$ cat src/rtl/jtag_bitbang_bridge.sv
// Multi-chain JTAG master fed by an OpenOCD remote_bitbang byte stream.
// Define JTAG_BB_SRST_EN to let 's'/'u' drive jtag_srst_no; otherwise it is tied high.
module jtag_bitbang_bridge #(
    parameter int NumChains  = 4,
    parameter int HoldCycles = 2,
    parameter int RspDepth   = 8
) (
    input  logic                 clk_i,
    input  logic                 rst_ni,
    input  logic                 cmd_valid_i,
    input  logic [7:0]           cmd_data_i,
    output logic                 cmd_ready_o,
    output logic                 rsp_valid_o,
    output logic [7:0]           rsp_data_o,
    input  logic                 rsp_ready_i,
    output logic [NumChains-1:0] jtag_tck_o,
    output logic [NumChains-1:0] jtag_tms_o,
    output logic [NumChains-1:0] jtag_tdi_o,
    input  logic [NumChains-1:0] jtag_tdo_i,
    output logic                 jtag_trst_no,
    output logic                 jtag_srst_no,
    output logic                 blink_o,
    output logic                 quit_o,
    output logic                 err_o
);
    localparam int SelW = (NumChains > 1) ? $clog2(NumChains) : 1;
    localparam int HW   = (HoldCycles > 2) ? $clog2(HoldCycles) : 1;
    localparam int AW   = $clog2(RspDepth);

    typedef enum logic [1:0] {IDLE, HOLD, QUIT} state_e;

    state_e               state_q, state_d;
    logic [HW-1:0]        hold_q, hold_d;
    logic [SelW-1:0]      sel_q, sel_d;
    logic [NumChains-1:0] tck_q, tck_d, tms_q, tms_d, tdi_q, tdi_d;
    logic                 trst_q, trst_d, blink_q, blink_d, err_q, err_d;
    logic [AW:0]          cnt_q;
    logic [AW-1:0]        wr_q, rd_q;
    logic                 mem_q [RspDepth];
    logic                 fifo_full, accept, push, pop, go_hold;
`ifdef JTAG_BB_SRST_EN
    logic                 srst_q, srst_d;
`endif

    assign fifo_full   = (cnt_q == (AW+1)'(RspDepth));
    // A pop in the same cycle does not unblock 'R': readiness uses the registered count.
    assign cmd_ready_o = (state_q == IDLE) && !((cmd_data_i == 8'h52) && fifo_full);
    assign accept      = cmd_valid_i && cmd_ready_o;
    assign pop         = rsp_valid_o && rsp_ready_i;

    always_comb begin
        state_d = state_q;
        hold_d  = hold_q;
        sel_d   = sel_q;
        tck_d   = tck_q;
        tms_d   = tms_q;
        tdi_d   = tdi_q;
        trst_d  = trst_q;
        blink_d = blink_q;
        err_d   = err_q;
        push    = 1'b0;
        go_hold = 1'b0;
`ifdef JTAG_BB_SRST_EN
        srst_d  = srst_q;
`endif
        case (state_q)
            IDLE: begin
                if (accept) begin
                    if (cmd_data_i[7]) begin
                        if (32'(cmd_data_i[6:0]) < NumChains) begin
                            sel_d = cmd_data_i[SelW-1:0];
                            tck_d = '0;
                            tms_d = '1;
                            tdi_d = '0;
                        end else begin
                            err_d = 1'b1;
                        end
                    end else if (cmd_data_i[7:3] == 5'b00110) begin
                        tck_d        = '0;
                        tms_d        = '1;
                        tdi_d        = '0;
                        tck_d[sel_q] = cmd_data_i[2];
                        tms_d[sel_q] = cmd_data_i[1];
                        tdi_d[sel_q] = cmd_data_i[0];
                        go_hold      = 1'b1;
                    end else if (cmd_data_i >= 8'h72 && cmd_data_i <= 8'h75) begin
                        // r,s,t,u: bit2 selects trst, bit0 selects srst
                        trst_d  = cmd_data_i[2];
`ifdef JTAG_BB_SRST_EN
                        srst_d  = cmd_data_i[0];
`endif
                        go_hold = 1'b1;
                    end else if (cmd_data_i == 8'h52) begin
                        push = 1'b1;
                    end else if (cmd_data_i == 8'h42) begin
                        blink_d = 1'b1;
                    end else if (cmd_data_i == 8'h62) begin
                        blink_d = 1'b0;
                    end else if (cmd_data_i == 8'h51) begin
                        state_d = QUIT;
                    end else begin
                        err_d = 1'b1;
                    end
                    if (go_hold && HoldCycles > 1) begin
                        state_d = HOLD;
                        hold_d  = HW'(HoldCycles - 2);
                    end
                end
            end
            HOLD: begin
                if (hold_q == '0) state_d = IDLE;
                else              hold_d  = hold_q - 1'b1;
            end
            default: ;
        endcase
    end

    always_ff @(posedge clk_i or negedge rst_ni) begin
        if (!rst_ni) begin
            state_q <= IDLE;
            hold_q  <= '0;
            sel_q   <= '0;
            tck_q   <= '0;
            tms_q   <= '1;
            tdi_q   <= '0;
            trst_q  <= 1'b0;
            blink_q <= 1'b0;
            err_q   <= 1'b0;
            cnt_q   <= '0;
            wr_q    <= '0;
            rd_q    <= '0;
        end else begin
            state_q <= state_d;
            hold_q  <= hold_d;
            sel_q   <= sel_d;
            tck_q   <= tck_d;
            tms_q   <= tms_d;
            tdi_q   <= tdi_d;
            trst_q  <= trst_d;
            blink_q <= blink_d;
            err_q   <= err_d;
            if (push) wr_q <= wr_q + 1'b1;
            if (pop)  rd_q <= rd_q + 1'b1;
            if (push && !pop)      cnt_q <= cnt_q + 1'b1;
            else if (pop && !push) cnt_q <= cnt_q - 1'b1;
        end
    end

    always_ff @(posedge clk_i) begin
        if (push) mem_q[wr_q] <= jtag_tdo_i[sel_q];
    end

`ifdef JTAG_BB_SRST_EN
    always_ff @(posedge clk_i or negedge rst_ni) begin
        if (!rst_ni) srst_q <= 1'b0;
        else         srst_q <= srst_d;
    end
    assign jtag_srst_no = ~srst_q;
`else
    assign jtag_srst_no = 1'b1;
`endif

    assign rsp_valid_o  = (cnt_q != '0);
    assign rsp_data_o   = {7'b0011000, mem_q[rd_q]};
    assign jtag_tck_o   = tck_q;
    assign jtag_tms_o   = tms_q;
    assign jtag_tdi_o   = tdi_q;
    assign jtag_trst_no = ~trst_q;
    assign blink_o      = blink_q;
    assign quit_o       = (state_q == QUIT);
    assign err_o        = err_q;
endmodule

$ cat config.mk
export PLATFORM = sky130hd
export DESIGN_NAME = jtag_bitbang_bridge
export DESIGN_NICKNAME = d
export VERILOG_FILES = /design/src/rtl/jtag_bitbang_bridge.sv
export SDC_FILE = /design/constraint.sdc
export NUM_CORES = 1
export LEC_CHECK = 0
export CAP_MARGIN = 20
export CORE_MARGIN = 4
export CORE_UTILIZATION = 50
export CTS_CLUSTER_SIZE = 12
export DETAILED_ROUTE_END_ITERATION = 8
export PLACE_DENSITY = 0.8
export SLEW_MARGIN = 10
export SYNTH_ARGS = -nofsm -noshare
export SYNTH_HDL_FRONTEND = slang
export SYNTH_SLANG_ARGS = --single-unit
export TNS_END_PERCENT = 30
$ cat constraint.sdc
create_clock -name clk_i -period 8 [get_ports clk_i]
set_clock_uncertainty 0.2 [all_clocks]
set_input_delay 1.6 -clock clk_i [delete_from_list [all_inputs] [get_ports clk_i]]
set_output_delay 1.6 -clock clk_i [all_outputs]
set_load 0.05 [all_outputs]
==> flow_summary.ini, run 1 <==
[layout]
instances_no_fill = 262
area_growth_pct = 22.7
nNetsFinal = 235
stdcell_area_um2 = 2400
post-route-util_pct = 64.6
diodes = 0
drive_above_1_share_pct = 11.2

[detailed_routing]
ant_nets = 0
drc = 0
drtIter0Drc = 89
post_drt_wl_per_cell_um = 13.9
dr.pass1.iters = 4
wl_um = 3630
vias = 1412
routed_via_density = 5.39

[floorplanning]
start_util_pct = 52.7
fp.dieH_um = 70.6
core-area_um2 = 3720
die_area_um2 = 4980
num_rows = 22
ios = 43
die_w_um = 70.6

[placement]
dp_hpwl_um = 2620
dpl_worst_slack_ps = 2380
dpl_cell_area_um2 = 2280
port_buffers = 34
gp_congestion = 0.883
dpl.cell_count = 254

[critical_path]
ff2ff_setup_slack_ps = 4540
worstPathMaxFanout = 13
crit_chain = clkdlybuf4s50_1, or4b_1, nor3_1, a211oi_1, clkdlybuf4s50_1
slowest_delay_ps = 720
crit-reg2reg-launch = state_q[0]
start_kind = input pin
cp.arrival_ps = 3820
cp.required_ps = 6200
cpMostUsedCell = clkdlybuf4s50_1
crit_type = input pin to primary output
r2r_end = cnt_q[3]
reg2reg_depth = 10
slowest_stage = clkdlybuf4s50_1
cp-end-kind = primary output

[clock_tree]
htreeDepth = 2
cts_resized = 0
cts_buffers = 5
postCtsSetupBuffers = 0
clock_path_buffers = 2
clk_pin_slew_ps = 70
hold_buffers = 0
cts_sinks = 37
clk_latency_ps = 280
clockRootBuffer = clkbuf_8
cts_tree = built

[logic_synthesis]
yosys.area_share.xor_xnor_pct = 3.13
synth_flop_cell = dfrtp_1
ys_types = 39
ys_seq_area_share_pct = 49.6
yosysWarnings = 0
synth.most_common_cell = dfrtp_1
synthAdderAreaFrac_pct = 4.22
synth_largest_area_cell = dfrtp_1
synth_area_leaders = dfrtp_1, edfxtp_1, dfstp_2
yosys-top-cells-count = dfrtp_1, nand2_1, nor3_1
synth_cells = 181
synth.cell_area_um2 = 1960
synth.mux.area_fraction_pct = 7.41
synth_top_family_by_area = simple AND/OR/NAND/NOR gates
async_reset_ff_share_pct = 78.4
synth_edf_count = 8
synth_top_area_share_pct = 31.9
synthSimpleGateAreaFrac_pct = 18.1
synth_compound_gate_area_share_pct = 11.2
syn_avg_cell_area_um2 = 10.8
ys_seq_elements = 37

[power]
p_leak_nw = 0.936
ir_drop_mv = 0.151
pwr_density_cell_nw_per_um2 = 265
combinationalPowerShare_pct = 32.7
clockPowerShare_pct = 26.6
p_sw_mw = 0.217
p_seq_share_pct = 40.7
p_int_mw = 0.419
sw_frac_of_total_pct = 34.1
total_power_mw = 0.636

[sta]
drv_slew = 0
whs_ps = 281
timing.final.hold_violations = 0
setup_viol = 0
period_share_pct = 70.2
fmax_mhz = 178
tightest_slew_ps = 636
rsz0062_at_grt = no
finalWorstSetupSlack_ps = 2380
slew_headroom_pct = 57.6
finalCriticalPeriod_ps = 5620
fin_tns_setup_ps = 0

[global_routing]
grt_max_degree = 30
grt_first_pass_wirelength_um = 6250
grt_pass1_vias = 1370
grt_usage_pct = 15.5
antenna_found_initial = 0
grt_overflow = 0

[min_path]
hold_path_depth = 1
min_path_type = register to register
min_from = err_o
min_to = err_o

[outcome]
status = finished, final reports clean

[run]
drv_cap = 0
==> per-layer routing <==
layer | vias up | wire length [um] | part of all wire, % | global-route usage [%]
li1 | 705 | - | - | -
met1 | 663 | 1670 | 46 | 20.8
met2 | 40 | 1750 | 48 | 25.8
met3 | 4 | 181 | 5.0 | 3.69
met4 | 0 | 27 | 0.74 | 3.13
met5 | - | 0 | 0 | 0
==> worst max-delay path by stage <==
stage	start	end	slack (ps)	depth (start not counted)
6_report	cmd_data_i[7]	cmd_ready_o	2380	5
5_1_grt	cmd_data_i[7]	cmd_ready_o	2280	5
4_1_cts	cmd_data_i[7]	cmd_ready_o	2380	5
3_5_place_dp	cmd_data_i[7]	cmd_ready_o	2380	5
3_3_place_gp	cmd_data_i[7]	cmd_ready_o	2390	5
2_1_floorplan	cmd_data_i[1]	cmd_ready_o	2990	4
==> flip-flops by register name, indices dropped and copies added (netlist names) <==
register,count
cnt_q,4
wr_q,3
blink_o,1
mem_q,8
jtag_tck_o,4
sel_q,2
trst_q,1
err_o,1
state_q,2
rd_q,3
jtag_tms_o,4
jtag_tdi_o,4
==> cell families (layout without fill, tap and decap cells) <==
kind of cell | Yosys count | count (layout)
fa+ha+maj | 6 | 6
buf+inv | 19 | 46
simple gates | 68 | 68
xor+xnor | 7 | 7
compound gates | 32 | 32
flops | 37 | 37
other cells | 2 | 8
mux | 10 | 10
==> power groups by stage <==
stage / Clock [mW] / Combinational [mW] / Sequential (mW)
floorplan: 0 / 0.131 / 0.282
finish: 0.169 / 0.208 / 0.259
global placement: 0 / 0.203 / 0.262
global route: 0.180 / 0.224 / 0.266
detailed placement: 0 / 0.210 / 0.263
CTS: 0.170 / 0.210 / 0.260
==> critical path: cells and delay by family <==
kind / cells / cell delay [ps]
buffers and inverters: 2 / 1320
and+or+nand+nor: 2 / 790
AOI/OAI and AO/OA: 1 / 100
==> cell usage in the layout, fill, tap and decap left out, types with 4 or more instances in the layout <==
cell	instances
clkbuf_8	6
dfrtp_1	25
nor2_1	9
nand2_1	21
edfxtp_1	8
dfstp_2	4
o21ai_0	8
conb_1	8
nand2b_1	9
o31ai_1	9
nor3_1	12
clkdlybuf4s50_1	34
ha_1	5
xnor2_1	7
a21oi_1	5
mux2_2	6
==> area by class of cell <==
cell class                      count  area, um2
Timing Repair Buffer               35        348
Clock buffer                        6       82.6
Sequential cell                    37        971
Inverter                            3       11.3
Tap cell                           48       60.1
Fill cell                         314       1310
Multi-Input combinational cell    131        892
Clock inverter                      2       37.5
No activity file was read; power rests on OpenSTA's default activity.
==> run 2, diff against run 1 <==
Clock period 8 ns to 5.25 ns, I/O delays scaled along.
==> flow_summary.ini, run 2 (synthesis results as in run 1) <==
[critical_path]
slowest_delay_ps = 730
cp.required_ps = 4000
start_kind = input pin
slowest_stage = clkdlybuf4s50_1
worstPathMaxFanout = 13
crit_chain = clkdlybuf4s50_1, or4b_1, nor3_1, a211oi_1, clkdlybuf4s50_1
cpMostUsedCell = clkdlybuf4s50_1
crit_family = buffers and inverters
cp-end-kind = primary output
crit_type = input pin to primary output
cp.buffers_inverters = 2
cp.arrival_ps = 3290

[floorplanning]
num_rows = 22
ios = 43
die_area_um2 = 4980
die_w_um = 70.6
start_util_pct = 52.7
core-area_um2 = 3720
fp.dieH_um = 70.6

[detailed_routing]
vias = 1439
dr.pass1.iters = 5
ant_nets = 0
routed_via_density = 5.49
wl_um = 3830
met2WireLength_um = 1920
wl_met3_um = 232
drtIter0Drc = 93
met1_length_um = 1620
drc = 0
top_layer = met4
post_drt_wl_per_cell_um = 14.6

[power]
ir_drop_mv = 0.189
pwr_density_cell_nw_per_um2 = 383
p_leak_nw = 0.923

[layout]
diodes = 0
nNetsFinal = 235
post-route-util_pct = 63.6
area_growth_pct = 20.8
largest-register = mem_q
largest_reg_flops = 8
stdcell_area_um2 = 2360
n_fill_cell = 304
most-common-layout-cells = clkdlybuf4s50_1, dfrtp_1, nand2_1
layout.cells.most_common = clkdlybuf4s50_1
drive_above_1_share_pct = 10.7

[placement]
dp_hpwl_um = 2780
gp_congestion = 0.880
dpl_cell_area_um2 = 2280
dpl_worst_slack_ps = 606
port_buffers = 34

[outcome]
status = finished, final reports clean

[clock_tree]
cts_resized = 0
clk_latency_ps = 290
clock_path_buffers = 2
cts_buffers = 5
hold_buffers = 0
cts_sinks = 37
postCtsSetupBuffers = 0
cts_tree = built
htreeDepth = 2
clockRootBuffer = clkbuf_8
clk_pin_slew_ps = 80

[sta]
timing.final.hold_violations = 0
period_share_pct = 86.4
setup_viol = 0
fin_tns_setup_ps = 0
finalWorstSetupSlack_ps = 713
finalCriticalPeriod_ps = 4540
slew_headroom_pct = 57.1
fmax_mhz = 220
whs_ps = 275
drv_slew = 0
rsz0062_at_grt = no
tightest_slew_ps = 644

[global_routing]
grt_first_pass_wirelength_um = 6810
antenna_found_initial = 0
grt_usage_pct = 17.0
grt_overflow = 0
grt_max_degree = 30
grt_pass1_vias = 1466

[run]
drv_cap = 0

[min_path]
min_path_type = register to register
[run 2: worst min-delay path: stages, from the launching register on]
cell,delay [ps]
dfrtp_1,340
nand2_1,50
o31ai_1,50
[run 2: cell type report]
class                           count  area [um2]  share of cell area [%]
Clock inverter                      2        10.0                   0.423
Inverter                            3        11.3                   0.476
Multi-Input combinational cell    131         892                    37.7
Clock buffer                        6        72.6                    3.07
Tap cell                           48        60.1                    2.54
Sequential cell                    37         971                    41.1
Timing Repair Buffer               35         348                    14.7
[run 2: metrics by stage]
stage	cells	power (mW)
4_1_cts	262	0.914
2_1_floorplan	187	0.630
6_report	262	0.907
3_3_place_gp	254	0.709
5_1_grt	262	0.965
3_5_place_dp	254	0.719
[run 2: layer usage]
layer,vias up,track usage [%]
met3,9,5.54
met5,-,0
met2,47,28.4
li1,706,-
met1,677,20.9
met4,0,5.85
[run 2: worst paths after layout]
| path | cells after the start | from | slack, ps | to |
|---|---|---|---|---|
| worst max-delay path | 5 | cmd_data_i[7] | 710 | cmd_ready_o |
| worst min-delay path | 2 | jtag_tdi_o[3] | 280 | jtag_tdi_o[3] |
| worst max register to register | 10 | state_q[0] | 1810 | cnt_q[3] |
| worst min register to register | 2 | jtag_tdi_o[3] | 280 | jtag_tdi_o[3] |
| max in group asynchronous | 2 | rst_ni | 3590 | jtag_tms_o[2] |
| min in group asynchronous | 2 | rst_ni | 940 | rd_q[2] |
[run 2: where the power goes]
part	switching [mW]	leakage [nW]	total, mW	internal [mW]
Clock	0.101	0.0450	0.193	0.0920
Combinational	0.180	0.439	0.318	0.138
Sequential	0.0498	0.440	0.396	0.346
Total	0.331	0.923	0.907	0.576
